$ cat src/rtl/imem_loader_pkg.sv
// Shared types and widths for the instruction-memory loader.
// The state encoding is fixed so it can be probed on a bus or in a waveform.
package imem_loader_pkg;

  localparam int WORD_W     = 32;
  localparam int BYTE_W     = 8;
  localparam int WORD_BYTES = 4;
  localparam int CNT_W      = $clog2(WORD_BYTES);

  typedef enum logic [1:0] {
    ST_COLLECT = 2'd0,
    ST_WRITE   = 2'd1,
    ST_DONE    = 2'd2,
    ST_ERR     = 2'd3
  } state_t;

endpackage

$ cat src/rtl/imem_loader_byte_packer.sv
// Little-endian byte packer: collects bytes into one 32-bit word.
// The flush word already contains the byte being pushed, with unfilled upper lanes zeroed.
module imem_loader_byte_packer
  import imem_loader_pkg::*;
(
  input  logic              clk,
  input  logic              i_srst,
  input  logic              i_push,
  input  logic [BYTE_W-1:0] i_data,
  input  logic              i_clear,
  output logic              o_last_lane,
  output logic [WORD_W-1:0] o_flush_word
);

  logic [CNT_W-1:0]  r_byte_cnt;
  logic [WORD_W-1:0] r_pack;
  logic [WORD_W-1:0] w_merged;

  // Lanes below the fill pointer keep their byte, the pointed lane takes the
  // incoming byte, and lanes above read as zero.
  generate
    for (genvar gi = 0; gi < WORD_BYTES; gi++) begin : g_lane
      assign w_merged[gi*BYTE_W +: BYTE_W] =
        (CNT_W'(gi) < r_byte_cnt)  ? r_pack[gi*BYTE_W +: BYTE_W] :
        (CNT_W'(gi) == r_byte_cnt) ? i_data : '0;
    end
  endgenerate

  always_ff @(posedge clk) begin
    if (i_srst || i_clear) begin
      r_byte_cnt <= '0;
      r_pack     <= '0;
    end else if (i_push) begin
      r_pack     <= w_merged;
      r_byte_cnt <= r_byte_cnt + CNT_W'(1);
    end
  end

  assign o_last_lane  = (r_byte_cnt == CNT_W'(WORD_BYTES - 1));
  assign o_flush_word = w_merged;

endmodule

$ cat src/rtl/imem_loader.sv
// Streams a byte-wise program into instruction memory as 32-bit words,
// then pulses the chip's start input with the configured entry point.
module imem_loader
  import imem_loader_pkg::*;
#(
  parameter logic [31:0] BASE_ADDR   = 32'h0000_0000,
  parameter logic [31:0] ENTRY_POINT = 32'h0000_0028,
  parameter int          MAX_WORDS   = 256,
  localparam int         WC_W        = $clog2(MAX_WORDS) + 1
) (
  input  logic              clk,
  input  logic              INT,
  input  logic              in_valid,
  input  logic [BYTE_W-1:0] in_data,
  input  logic              in_last,
  output logic              in_ready,
  output logic              mem_we,
  output logic [31:0]       mem_addr,
  output logic [WORD_W-1:0] mem_wdata,
  input  logic              mem_ready,
  output logic              chip_int,
  output logic [31:0]       entry_point,
  output logic              done,
  output logic              err,
  output logic [WC_W-1:0]   word_count
);

  state_t            r_state;
  state_t            w_state_next;
  logic              r_mem_we;
  logic [31:0]       r_mem_addr;
  logic [WORD_W-1:0] r_mem_wdata;
  logic [WC_W-1:0]   r_word_count;
  logic              r_chip_int;
  logic [31:0]       r_entry_point;
  logic              r_done;
  logic              r_err;
  logic              r_last_flag;

  logic              w_accept;
  logic              w_flush;
  logic              w_overflow;
  logic              w_write_done;
  logic              w_last_lane;
  logic [WORD_W-1:0] w_flush_word;

  imem_loader_byte_packer u_packer (
    .clk          (clk),
    .i_srst       (INT),
    .i_push       (w_accept),
    .i_data       (in_data),
    .i_clear      (w_write_done),
    .o_last_lane  (w_last_lane),
    .o_flush_word (w_flush_word)
  );

  always_comb begin
    w_state_next = r_state;
    w_accept     = 1'b0;
    w_flush      = 1'b0;
    w_overflow   = 1'b0;
    w_write_done = 1'b0;
    case (r_state)
      ST_COLLECT: begin
        if (in_valid) begin
          // A full memory refuses the byte outright rather than dropping it silently.
          if (r_word_count == WC_W'(MAX_WORDS)) begin
            w_overflow   = 1'b1;
            w_state_next = ST_ERR;
          end else begin
            w_accept = 1'b1;
            if (w_last_lane || in_last) begin
              w_flush      = 1'b1;
              w_state_next = ST_WRITE;
            end
          end
        end
      end
      ST_WRITE: begin
        if (mem_ready) begin
          w_write_done = 1'b1;
          w_state_next = r_last_flag ? ST_DONE : ST_COLLECT;
        end
      end
      default: w_state_next = r_state;
    endcase
  end

  always_ff @(posedge clk) begin
    if (INT) begin
      r_state       <= ST_COLLECT;
      r_mem_we      <= 1'b0;
      r_mem_addr    <= BASE_ADDR;
      r_mem_wdata   <= '0;
      r_word_count  <= '0;
      r_chip_int    <= 1'b0;
      r_entry_point <= '0;
      r_done        <= 1'b0;
      r_err         <= 1'b0;
      r_last_flag   <= 1'b0;
    end else begin
      r_state    <= w_state_next;
      r_chip_int <= 1'b0;
      if (w_flush) begin
        r_mem_wdata <= w_flush_word;
        r_last_flag <= in_last;
        r_mem_we    <= 1'b1;
      end
      if (w_write_done) begin
        r_mem_we     <= 1'b0;
        r_mem_addr   <= r_mem_addr + 32'd4;
        r_word_count <= r_word_count + WC_W'(1);
        // Entering DONE: start the chip exactly once.
        if (r_last_flag) begin
          r_chip_int    <= 1'b1;
          r_entry_point <= ENTRY_POINT;
          r_done        <= 1'b1;
        end
      end
      if (w_overflow) begin
        r_err <= 1'b1;
      end
    end
  end

  assign in_ready    = (r_state == ST_COLLECT);
  assign mem_we      = r_mem_we;
  assign mem_addr    = r_mem_addr;
  assign mem_wdata   = r_mem_wdata;
  assign chip_int    = r_chip_int;
  assign entry_point = r_entry_point;
  assign done        = r_done;
  assign err         = r_err;
  assign word_count  = r_word_count;

endmodule

$ cat config.mk
export PLATFORM = sky130hd
export DESIGN_NAME = imem_loader
export DESIGN_NICKNAME = d
export VERILOG_FILES = /design/src/rtl/imem_loader_pkg.sv /design/src/rtl/imem_loader_byte_packer.sv /design/src/rtl/imem_loader.sv
export SDC_FILE = /design/constraint.sdc
export NUM_CORES = 1
export LEC_CHECK = 0
export ABC_AREA = 0
export BUFFER_PORTS_ARGS = -buffer_cell sky130_fd_sc_hd__buf_2
export CAP_MARGIN = 0
export CORE_MARGIN = 3
export CORE_UTILIZATION = 30
export DETAILED_ROUTE_END_ITERATION = 16
export HOLD_SLACK_MARGIN = 0.05
export PLACE_DENSITY_LB_ADDON = 0.2
export RECOVER_POWER = 100
export SYNTH_ARGS = -nofsm -noshare
export SYNTH_HDL_FRONTEND = slang
export SYNTH_HIERARCHICAL = 1
export SYNTH_SLANG_ARGS = --single-unit
export TNS_END_PERCENT = 5
$ cat constraint.sdc
create_clock -name clk -period 2.45 [get_ports clk]
set_clock_uncertainty 0.05 [all_clocks]
set_input_delay 0.3675 -clock clk [delete_from_list [all_inputs] [get_ports clk]]
set_output_delay 0.3675 -clock clk [all_outputs]
set_load 0.01 [all_outputs]
== After elaboration in Yosys (flattened, before gate mapping) ==
Index checks and enable logic that the tools add are counted.

* Flip-flop bits (word level): 115
* Bits of input ports: 13
* Output and inout bits: 110
* Word-level logic and storage cells: 65

* $add $sub $neg: 3
* Order comparisons: 4
* Eq/ne operators: 9
* Multiplexer cells: 27
* Bitwise logic cells: 1
* Reduce and logical (&&, ||, !) cells: 9

{| class="wikitable"
|+ Operators by type and width
! operator !! number
|-
| $mux W8 || 8
|-
| $add A32 B3 Y32 const B || 1
|-
| $mux W1 || 13
|-
| $mux W2 || 5
|-
| $add A9 B1 Y9 const B || 1
|-
| $eq A9 B9 Y1 const B || 1
|-
| $eq A2 B2 Y1 const A || 2
|-
| $logic_not A2 Y1 || 2
|-
| $lt A1 B2 Y1 const A || 2
|-
| $lt A2 B2 Y1 const A || 2
|-
| $ne A2 B2 Y1 const B || 2
|-
| $pmux W2 S2 || 1
|-
| $reduce_and A4 Y1 || 1
|-
| $reduce_or A2 Y1 || 2
|-
| $ne A3 B1 Y1 const B || 1
|-
| $add A2 B1 Y2 const B || 1
|-
| $eq A1 B2 Y1 const A || 1
|-
| $eq A2 B1 Y1 const B || 1
|-
| $eq A2 B2 Y1 const B || 1
|-
| $logic_or A1 B1 Y1 || 2
|-
| $reduce_and A2 Y1 || 1
|-
| $reduce_bool A2 Y1 || 1
|-
| $not A1 Y1 || 1
|}

== Depth between registers and ports, before layout ==
Gate-level depths: netlist (run 1).

* Depth after elaboration: 6
* Mapped depth: 9
* Depth with buffers taken out: 7

== Modules after synthesis ==
Netlist (run 1), hierarchy kept.

{| class="wikitable"
|+ Modules (own cells, without submodules)
! module !! instances !! cells an instance !! area each (um^2) !! sequential area each (um^2)
|-
| imem_loader || 1 || 385 || 3545.9 || 1561.5
|-
| imem_loader_byte_packer || 1 || 180 || 1516.5 || 520.5
|}

== Worst setup path before layout (run 1) ==
OpenSTA, ideal clock, no wires.

* Kind: reg2reg
* Start: register r_word_count[0], in the netlist word_count[0]
* End: register u_packer.r_pack[16]
* Library setup time: 0.062 ns
* Arrival time: 2.161 ns
* Required time: 2.338 ns
* Slack: 0.177 ns
* Stages on the path, launching flop included: 9
* Buffers on the path: 1
* Period minus slack after synthesis: 2.273 ns
* Path through: dfxtp_1 inv_1 ha_1 nor4bb_1 a21oi_1 nor2b_1 buf_6 mux2_4 nor2_2

* Word-level cells in the longest chain between the ends: 4

{| class="wikitable"
|+ Ends and longest elaborated chain
! item !! line !! RTL
|-
| from (decl) || imem_loader.sv:33 || <nowiki>logic [WC_W-1:0] r_word_count;</nowiki>
|-
| from (signal assigned) || imem_loader.sv:112 || <nowiki>r_word_count <= r_word_count + WC_W'(1);</nowiki>
|-
| $eq A9 B9 Y1 || imem_loader.sv:67 || <nowiki>if (r_word_count == WC_W'(MAX_WORDS)) begin</nowiki>
|-
| $mux W1 || imem_loader.sv:67 ||
|-
| $mux W1 || imem_loader.sv:65 || <nowiki>if (in_valid) begin</nowiki>
|-
| $mux W1 || imem_loader.sv:63 || <nowiki>case (r_state)</nowiki>
|-
| via w_accept || imem_loader.sv:40 || <nowiki>logic w_accept;</nowiki>
|-
| to (signal assigned) || imem_loader_byte_packer.sv:34 || <nowiki>r_pack <= w_merged;</nowiki>
|-
| to (decl) || imem_loader_byte_packer.sv:16 || <nowiki>logic [WORD_W-1:0] r_pack;</nowiki>
|}

The timed path passes the listed nets, and every way through them passes these cells.
A chain may end at the register's enable or synchronous reset.

== Worst setup path after layout (run 1) ==
* Start: register r_mem_addr[2], in the netlist mem_addr[2]
* End: register r_mem_addr[26], in the netlist mem_addr[26]

* Word-level cells in the longest chain between the ends: 1

{| class="wikitable"
|+ Ends and longest elaborated chain
! item !! line !! RTL
|-
| from (decl) || imem_loader.sv:31 || <nowiki>logic [31:0] r_mem_addr;</nowiki>
|-
| from (signal assigned) || imem_loader.sv:111 || <nowiki>r_mem_addr <= r_mem_addr + 32'd4;</nowiki>
|-
| $add A32 B3 Y32 || imem_loader.sv:111 ||
|}

Every way passes these cells.

==> impl_metrics.csv, run 1 <==
group,metric,value,unit
die,die_w,136,um
timing,period_minus_slack,2260,ps
critical_path,crit_path_end_kind,"flop",
timing,slew_viol_final,0,
cts,cts_tree,"done",
yosys,ys_seq_elements,104,
yosys,synth-seq-area-share,41.1,%
cts,post-cts-setup-buffer-count,0,
die,dieArea,0.0185,mm2
critical_path,slowest_delay,510,ps
die,fp.coreArea,0.0162,mm2
die,io_pins,123,
pwr,total_leakage_power,2.05,nW
worst_hold_path,min_to,"r_last_flag$_SDFFE_PP0P_",
cts,ctsResizeCount,0,
critical_path,cp_max_fo,20,
placed_design,portBuffers,90,
critical_path,cpMaxStageDelayCell,"or4_1",
layout,diodes,0,
cts,clkTransAtPathRegs,70,ps
yosys,synth.distinct_cells,46,
yosys,ys.flop_type,"dfxtp_1",
pwr,switching_share,27.5,%
layout,final_util,35.5,%
pwr,power_density,629,mW/mm2
yosys,synth_edf_count,0,
drt,drtIter0Drc,181,
worst_hold_path,worstHoldStart,"in_last",
layout,fillers,1749,
global_route,antenna_found_initial,0,
timing,holdWs,250,ps
layout,drive_gt1_share,11.5,%
timing,setup_viol,0,
timing,finalHoldViolCount,0,
yosys,synth_top_area_share,41.1,%
status,status,"finished clean",
drt,routed_wl,12.2,mm
drt,post_drt_via_cell_ratio,4.66,
cts,h-tree-depth,3,
placed_design,gp_congestion,0.724,
placed_design,dp_cells,854,
global_route,grt_pass1_vias,3856,
die,start_util,31.3,%
placed_design,pre_cts_ws,177,ps
critical_path,worstReg2RegEnd,"mem_addr[26]$_SDFFE_PP0P_",
yosys,yosys_warnings,6,
yosys,async_flop_share,0,%
timing,fin_crit_sh,92.1,%
critical_path,path_buf_inv,1,
yosys,syn_area,0.00506,mm2
critical_path,r2r-start,"mem_addr[2]$_SDFFE_PP0P_",
layout,syn_to_final_growth,13.5,%
pwr,power.net_switching,993,uW
critical_path,r2r_cells,6,
layout,final_cell_mix,"dfxtp_1, clkbuf_1, nor2_1",
die,die_h,136,um
pwr,ir_drop,0.435,mV
cts,cts_buffer_depth,2,
worst_hold_path,worstHoldPathType,"in -> reg",
global_route,grt_pass1_wl,19.7,mm
cts,hold_buffers,0,
drt,vias,4056,
drt,antenna_left,0,
global_route,grtUsageTotal,13.4,%
timing,max_slew_margin,62.3,%
timing,max_freq,443,MHz
pwr,seqPwrFrac,49.2,%
critical_path,cp-start-kind,"flop",
critical_path,crit_type,"reg -> reg",
pwr,pwr-share-comb,11.9,%
yosys,synthTopCellsByArea,"dfxtp_1, mux2i_1, buf_4",
layout,post_layout_nonfiller_instances,870,
yosys,yosysTopAreaCell,"dfxtp_1",
layout,nNetsFinal,671,
critical_path,worstPathCellList,"ha_1 -> nand2_1 -> or4_1 -> buf_4 -> or4_1 -> a21oi_1",
yosys,syn-mean-instance-area,8.96,um2
drt,post-route-drc-count,0,
die,rows,46,
drt,wire_per_inst,14.0,um
pwr,pwr-share-clk,38.9,%
yosys,syn_inst,565,
global_route,grt_overflow,0,
critical_path,cp_top_family,"simple AND/OR/NAND/NOR gates",
critical_path,crit_required,2670,ps
global_route,grt_max_degree,42,
drt,dr.pass1.iters,4,
cts,cts.sinks,104,
pwr,p_int,2.62,mW
timing,finalWorstSetupSlack,193,ps
layout,final_common_cell,"dfxtp_1",
critical_path,path_common_cell,"or4_1",
critical_path,crit_arrival,2480,ps
placed_design,dp_hpwl,8.84,mm
cts,clock_latency,350,ps
timing,tightest_slew,565,ps
cts,clockRootBuffer,"clkbuf_16",
timing,fin_setup_tns,0,ps
worst_hold_path,min_path_cells,3,
timing,rsz0062_at_grt,"no",
critical_path,r2r_slack,190,ps
cts,numCtsBuffers,9,
run,timing.max_cap.violations,0,
==> sequential cells by signal (all words and copies together) (netlist names) <==
name and flops:
u_packer/r_pack 24, mem_we 1, u_packer/r_byte_cnt 2, r_state 2, word_count 9, mem_addr 30
entry_point 1, chip_int 1, r_last_flag 1, err 1, mem_wdata 32
==> tightest hold or removal path, stage by stage <==
cell and delay, ps:
buf_2 120, nand2_1 60, a21oi_1 50
==> per-stage QoR <==
step / instance area, um2 / power (mW)
after floorplan: 5180 / 2.18
after global placement: 5610 / 2.26
after detailed placement: 5610 / 2.27
after CTS: 5900 / 3.69
after global routing: 5750 / 3.81
final: 5750 / 3.61
==> cells in the mapped netlist, types with 9 or more instances <==
master    instances
o31ai_1          16
buf_4            41
nand3_1          10
nand2_1          53
mux2_2           16
ha_1              9
inv_1            27
nor2_1           67
mux2i_1          41
clkbuf_1         14
xnor2_1          11
a21oi_1          27
dfxtp_1         104
o21ai_0          22
and2_1            9
or4_1            19
==> power by group through the flow <==
stage	clock, mW	sequential [mW]	combinational, mW
CTS	1.46	1.78	0.450
global placement	0	1.81	0.442
global route	1.55	1.79	0.475
finish	1.41	1.78	0.429
floorplan	0	1.81	0.372
detailed placement	0	1.82	0.448
==> area by class of cell <==
| cell class | count | area (um2) | share of cell area [%] |
|---|---|---|---|
| clock inverters | 7 | 63.8 | 1.11 |
| inverters | 28 | 105 | 1.83 |
| multi-input cells | 399 | 2540 | 44.1 |
| repair buffers | 107 | 463 | 8.06 |
| well taps | 216 | 270 | 4.70 |
| flip-flops and latches | 104 | 2080 | 36.2 |
| clock buffers | 9 | 225 | 3.92 |
==> layer usage <==
layer / vias to the layer above / share of wire [%] / routed length, um / global-route usage [%]
met2: 108 / 45 / 5510 / 21.7
met4: 0 / 1.9 / 227 / 3.86
met5: - / 0 / 0 / 0
met3: 12 / 5.5 / 669 / 3.44
li1: 2027 / - / - / -
met1: 1909 / 48 / 5810 / 17.7
==> kinds of logic (layout without fill, tap and decap cells) <==
family | after synthesis | after routing | share of synthesized area (%)
AOI/OAI and AO/OA | 74 | 74 | 8.92
xor gates and xnor gates | 15 | 15 | 2.60
adders and majority gates | 9 | 9 | 2.22
buffers and inverters | 93 | 151 | 10.6
DFF | 104 | 104 | 41.1
muxes | 65 | 65 | 14.0
other | 1 | 32 | 0.0741
and+or+nand+nor | 204 | 204 | 20.4
==> how the worst max path moves through the flow <==
stage	startpoint	slack, ps	cells past startpoint	to
after floorplan	word_count[0]$_SDFFE_PP0P_	180	8	u_packer/r_pack[16]$_SDFFE_PP0P_
after global placement	mem_addr[2]$_SDFFE_PP0P_	260	6	mem_addr[30]$_SDFFE_PP0P_
after detailed placement	r_state[0]$_SDFFE_PP0P_	180	5	mem_addr[31]$_SDFFE_PP0P_
after CTS	r_state[0]$_SDFFE_PP0P_	180	5	mem_addr[31]$_SDFFE_PP0P_
after global routing	word_count[0]$_SDFFE_PP0P_	30	8	mem_wdata[11]$_SDFFE_PP0P_
final	mem_addr[2]$_SDFFE_PP0P_	190	6	mem_addr[26]$_SDFFE_PP0P_
Note: power is estimated with default switching activity, not from simulation.
==> run 2: changes to the inputs <==
--- a/config.mk
+++ b/config.mk
@@ -5,7 +5,7 @@
 export SDC_FILE = /design/constraint.sdc
 export NUM_CORES = 1
 export LEC_CHECK = 0
-export ABC_AREA = 0
+export ABC_AREA = 1
 export BUFFER_PORTS_ARGS = -buffer_cell sky130_fd_sc_hd__buf_2
 export CAP_MARGIN = 0
 export CORE_MARGIN = 3
==> constraint.sdc (replaced) <==
create_clock -name clk -period 2.4 [get_ports clk]
set_clock_uncertainty 0.05 [all_clocks]
set_input_delay 0.36 -clock clk [delete_from_list [all_inputs] [get_ports clk]]
set_output_delay 0.36 -clock clk [all_outputs]
set_load 0.01 [all_outputs]
==> run 2 against run 1 <==
Compared with the run above:
- core utilization shrank 0.76 points
- routed wire length grew 9.5%
- via count grew 17%
- cell area grew 1.4%
- sequential share of layout area shrank 0.51 points
- clock power is essentially flat
- critical path depth grew 1
- hold slack lost 12 ps
- count of clock-buffer cells in the layout grew 5
- critical path type unchanged
==> impl_metrics.csv, run 2 <==
group,metric,value,unit
layout,drive_gt1_share,5.20,%
timing,max_freq,480,MHz
die,start_util,31.0,%
yosys,yosysTopAreaCell,"dfxtp_1",
layout,final_common_cell,"nand2_1",
cts,ctsResizeCount,0,
placed_design,gp_congestion,0.785,
global_route,grt_pass1_wl,21.0,mm
timing,setup_viol,0,
pwr,ir_drop,0.369,mV
drt,wire_per_inst,12.3,um
yosys,yosys_warnings,6,
layout,fin_area,0.00583,mm2
die,rows,47,
yosys,synth.most_common_cell,"nand2_1",
cts,clkTransAtPathRegs,60,ps
drt,routed_wl,13.4,mm
drt,dr.pass1.iters,4,
yosys,syn_area,0.00519,mm2
critical_path,crit_required,2590,ps
layout,largest_reg_flops,32,
die,io_pins,123,
yosys,synth_edf_count,0,
pwr,power_density,638,mW/mm2
timing,tightest_slew,587,ps
global_route,grtUsageTotal,14.1,%
global_route,grt_pass1_vias,4183,
worst_hold_path,worstHoldPathType,"in -> reg",
yosys,ys_seq_elements,104,
die,fp.coreArea,0.0168,mm2
timing,fin_crit_sh,86.7,%
cts,clock_latency,350,ps
yosys,ys_top_cells_by_count,"nand2_1, nor2_1, dfxtp_1",
cts,cts.sinks,104,
yosys,syn_inst,786,
critical_path,cp_max_fo,10,
drt,antenna_left,0,
layout,syn_to_final_growth,12.3,%
timing,fin_setup_tns,0,ps
yosys,synthTopCellsByArea,"dfxtp_1, nand2_1, nor2_1",
cts,post-cts-setup-buffer-count,0,
yosys,synth-seq-area-share,40.1,%
cts,cts_tree,"done",
critical_path,cp-start-kind,"flop",
global_route,antenna_found_initial,0,
yosys,synth.distinct_cells,30,
timing,rsz0062_at_grt,"no",
timing,slew_viol_final,0,
placed_design,portBuffers,90,
yosys,syn-mean-instance-area,6.60,um2
run,timing.max_cap.violations,0,
layout,nNetsFinal,885,
layout,diodes,0,
global_route,grt_max_degree,53,
die,die_h,138,um
drt,post_drt_via_cell_ratio,4.36,
yosys,synth_top_area_share,40.1,%
die,dieArea,0.0189,mm2
timing,finalHoldViolCount,0,
cts,numCtsBuffers,9,
cts,cts_buffer_depth,2,
drt,drtIter0Drc,247,
drt,vias,4730,
status,status,"finished clean",
layout,final_cell_mix,"nand2_1, nor2_1, dfxtp_1",
critical_path,crit_arrival,2270,ps
yosys,async_flop_share,0,%
global_route,grt_overflow,0,
yosys,ys.flop_type,"dfxtp_1",
cts,clockRootBuffer,"clkbuf_16",
die,die_w,138,um
placed_design,post_dp_cell_area,0.00568,mm2
placed_design,dp_hpwl,9.67,mm
timing,period_minus_slack,2080,ps
drt,post-route-drc-count,0,
pwr,total_leakage_power,2.60,nW
critical_path,crit_path_end_kind,"flop",
timing,max_slew_margin,60.7,%
cts,h-tree-depth,3,
cts,hold_buffers,0,
critical_path,crit_type,"reg -> reg",
run 2: cell types whose count changed in the layout (fill, tap and decap cells not counted), sizes merged, moves of 32 or more:
cell / previous run / this run
nand2: 53 / 239
nor2: 75 / 116
inv: 30 / 84
nand3: 10 / 73
mux2i: 41 / 0
a21oi: 27 / 59
run 2: final timing paths:
kind	start	slack [ps]	cells after the start	endpoint
worst max-delay path	r_state[0]$_SDFFE_PP0P_	320	7	mem_addr[23]$_SDFFE_PP0P_
worst min-delay path	in_last	240	3	r_last_flag$_SDFFE_PP0P_
worst max register to register	r_state[0]$_SDFFE_PP0P_	320	7	mem_addr[23]$_SDFFE_PP0P_
worst min register to register	mem_wdata[5]$_SDFFE_PP0P_	420	2	mem_wdata[5]$_SDFFE_PP0P_
run 2: cell type report:
| cell class | count | area (um2) |
|---|---|---|
| clock buffer | 14 | 274 |
| fill | 1921 | 10900 |
| inverter | 84 | 315 |
| sequential | 104 | 2080 |
| tap | 220 | 275 |
| timing repair buffer | 97 | 403 |
| multi-input combinational | 567 | 2480 |
run 2: logic make-up after synthesis:
group                    Yosys count  synth area share, %
AND/OR/NAND/NOR                  447                 35.7
other                              1               0.0723
buffers and inverters            146                 14.1
XOR/XNOR                           1                0.169
adder cells (fa/ha/maj)            9                 2.17
flip-flops                       104                 40.1
AO/OA/AOI/OAI                     78                 7.64
run 2: per-stage QoR:
| step | power, mW | hold slack (ps) | utilization (%) | instances | setup WS, ps |
|---|---|---|---|---|---|
| 3_3_place_gp | 2.38 | 403 | 33.9 | 1072 | 498 |
| 2_1_floorplan | 2.28 | 387 | - | 817 | 752 |
| 5_1_grt | 3.92 | 236 | 34.8 | 1086 | 99.4 |
| 6_report | 3.72 | 238 | 34.8 | 1086 | 319 |
| 3_5_place_dp | 2.38 | 407 | 33.9 | 1072 | 462 |
| 4_1_cts | 3.80 | 226 | 35.5 | 1086 | 431 |
run 2: routing by layer:
layer,routed length [um],global-route usage [%],vias to the layer above
met5,0,0,-
met4,124,3.33,0
met3,772,4.02,10
met2,6260,22.9,85
met1,6210,18.5,2097
li1,-,-,2538
run 2: report_power, final:
group / leakage (nW) / total (mW) / switching, mW / internal, mW
logic: 1.62 / 0.463 / 0.319 / 0.144
registers: 0.844 / 1.85 / 0.0498 / 1.80
clock network: 0.135 / 1.40 / 0.625 / 0.779
run 2: critical path, stage by stage (launching register included):
cell,delay (ps)
dfxtp_1,440
nand3_1,470
nor2_4,290
nand3_1,160
nor2_1,330
nand3_1,120
nand2_1,80
nor2_1,40
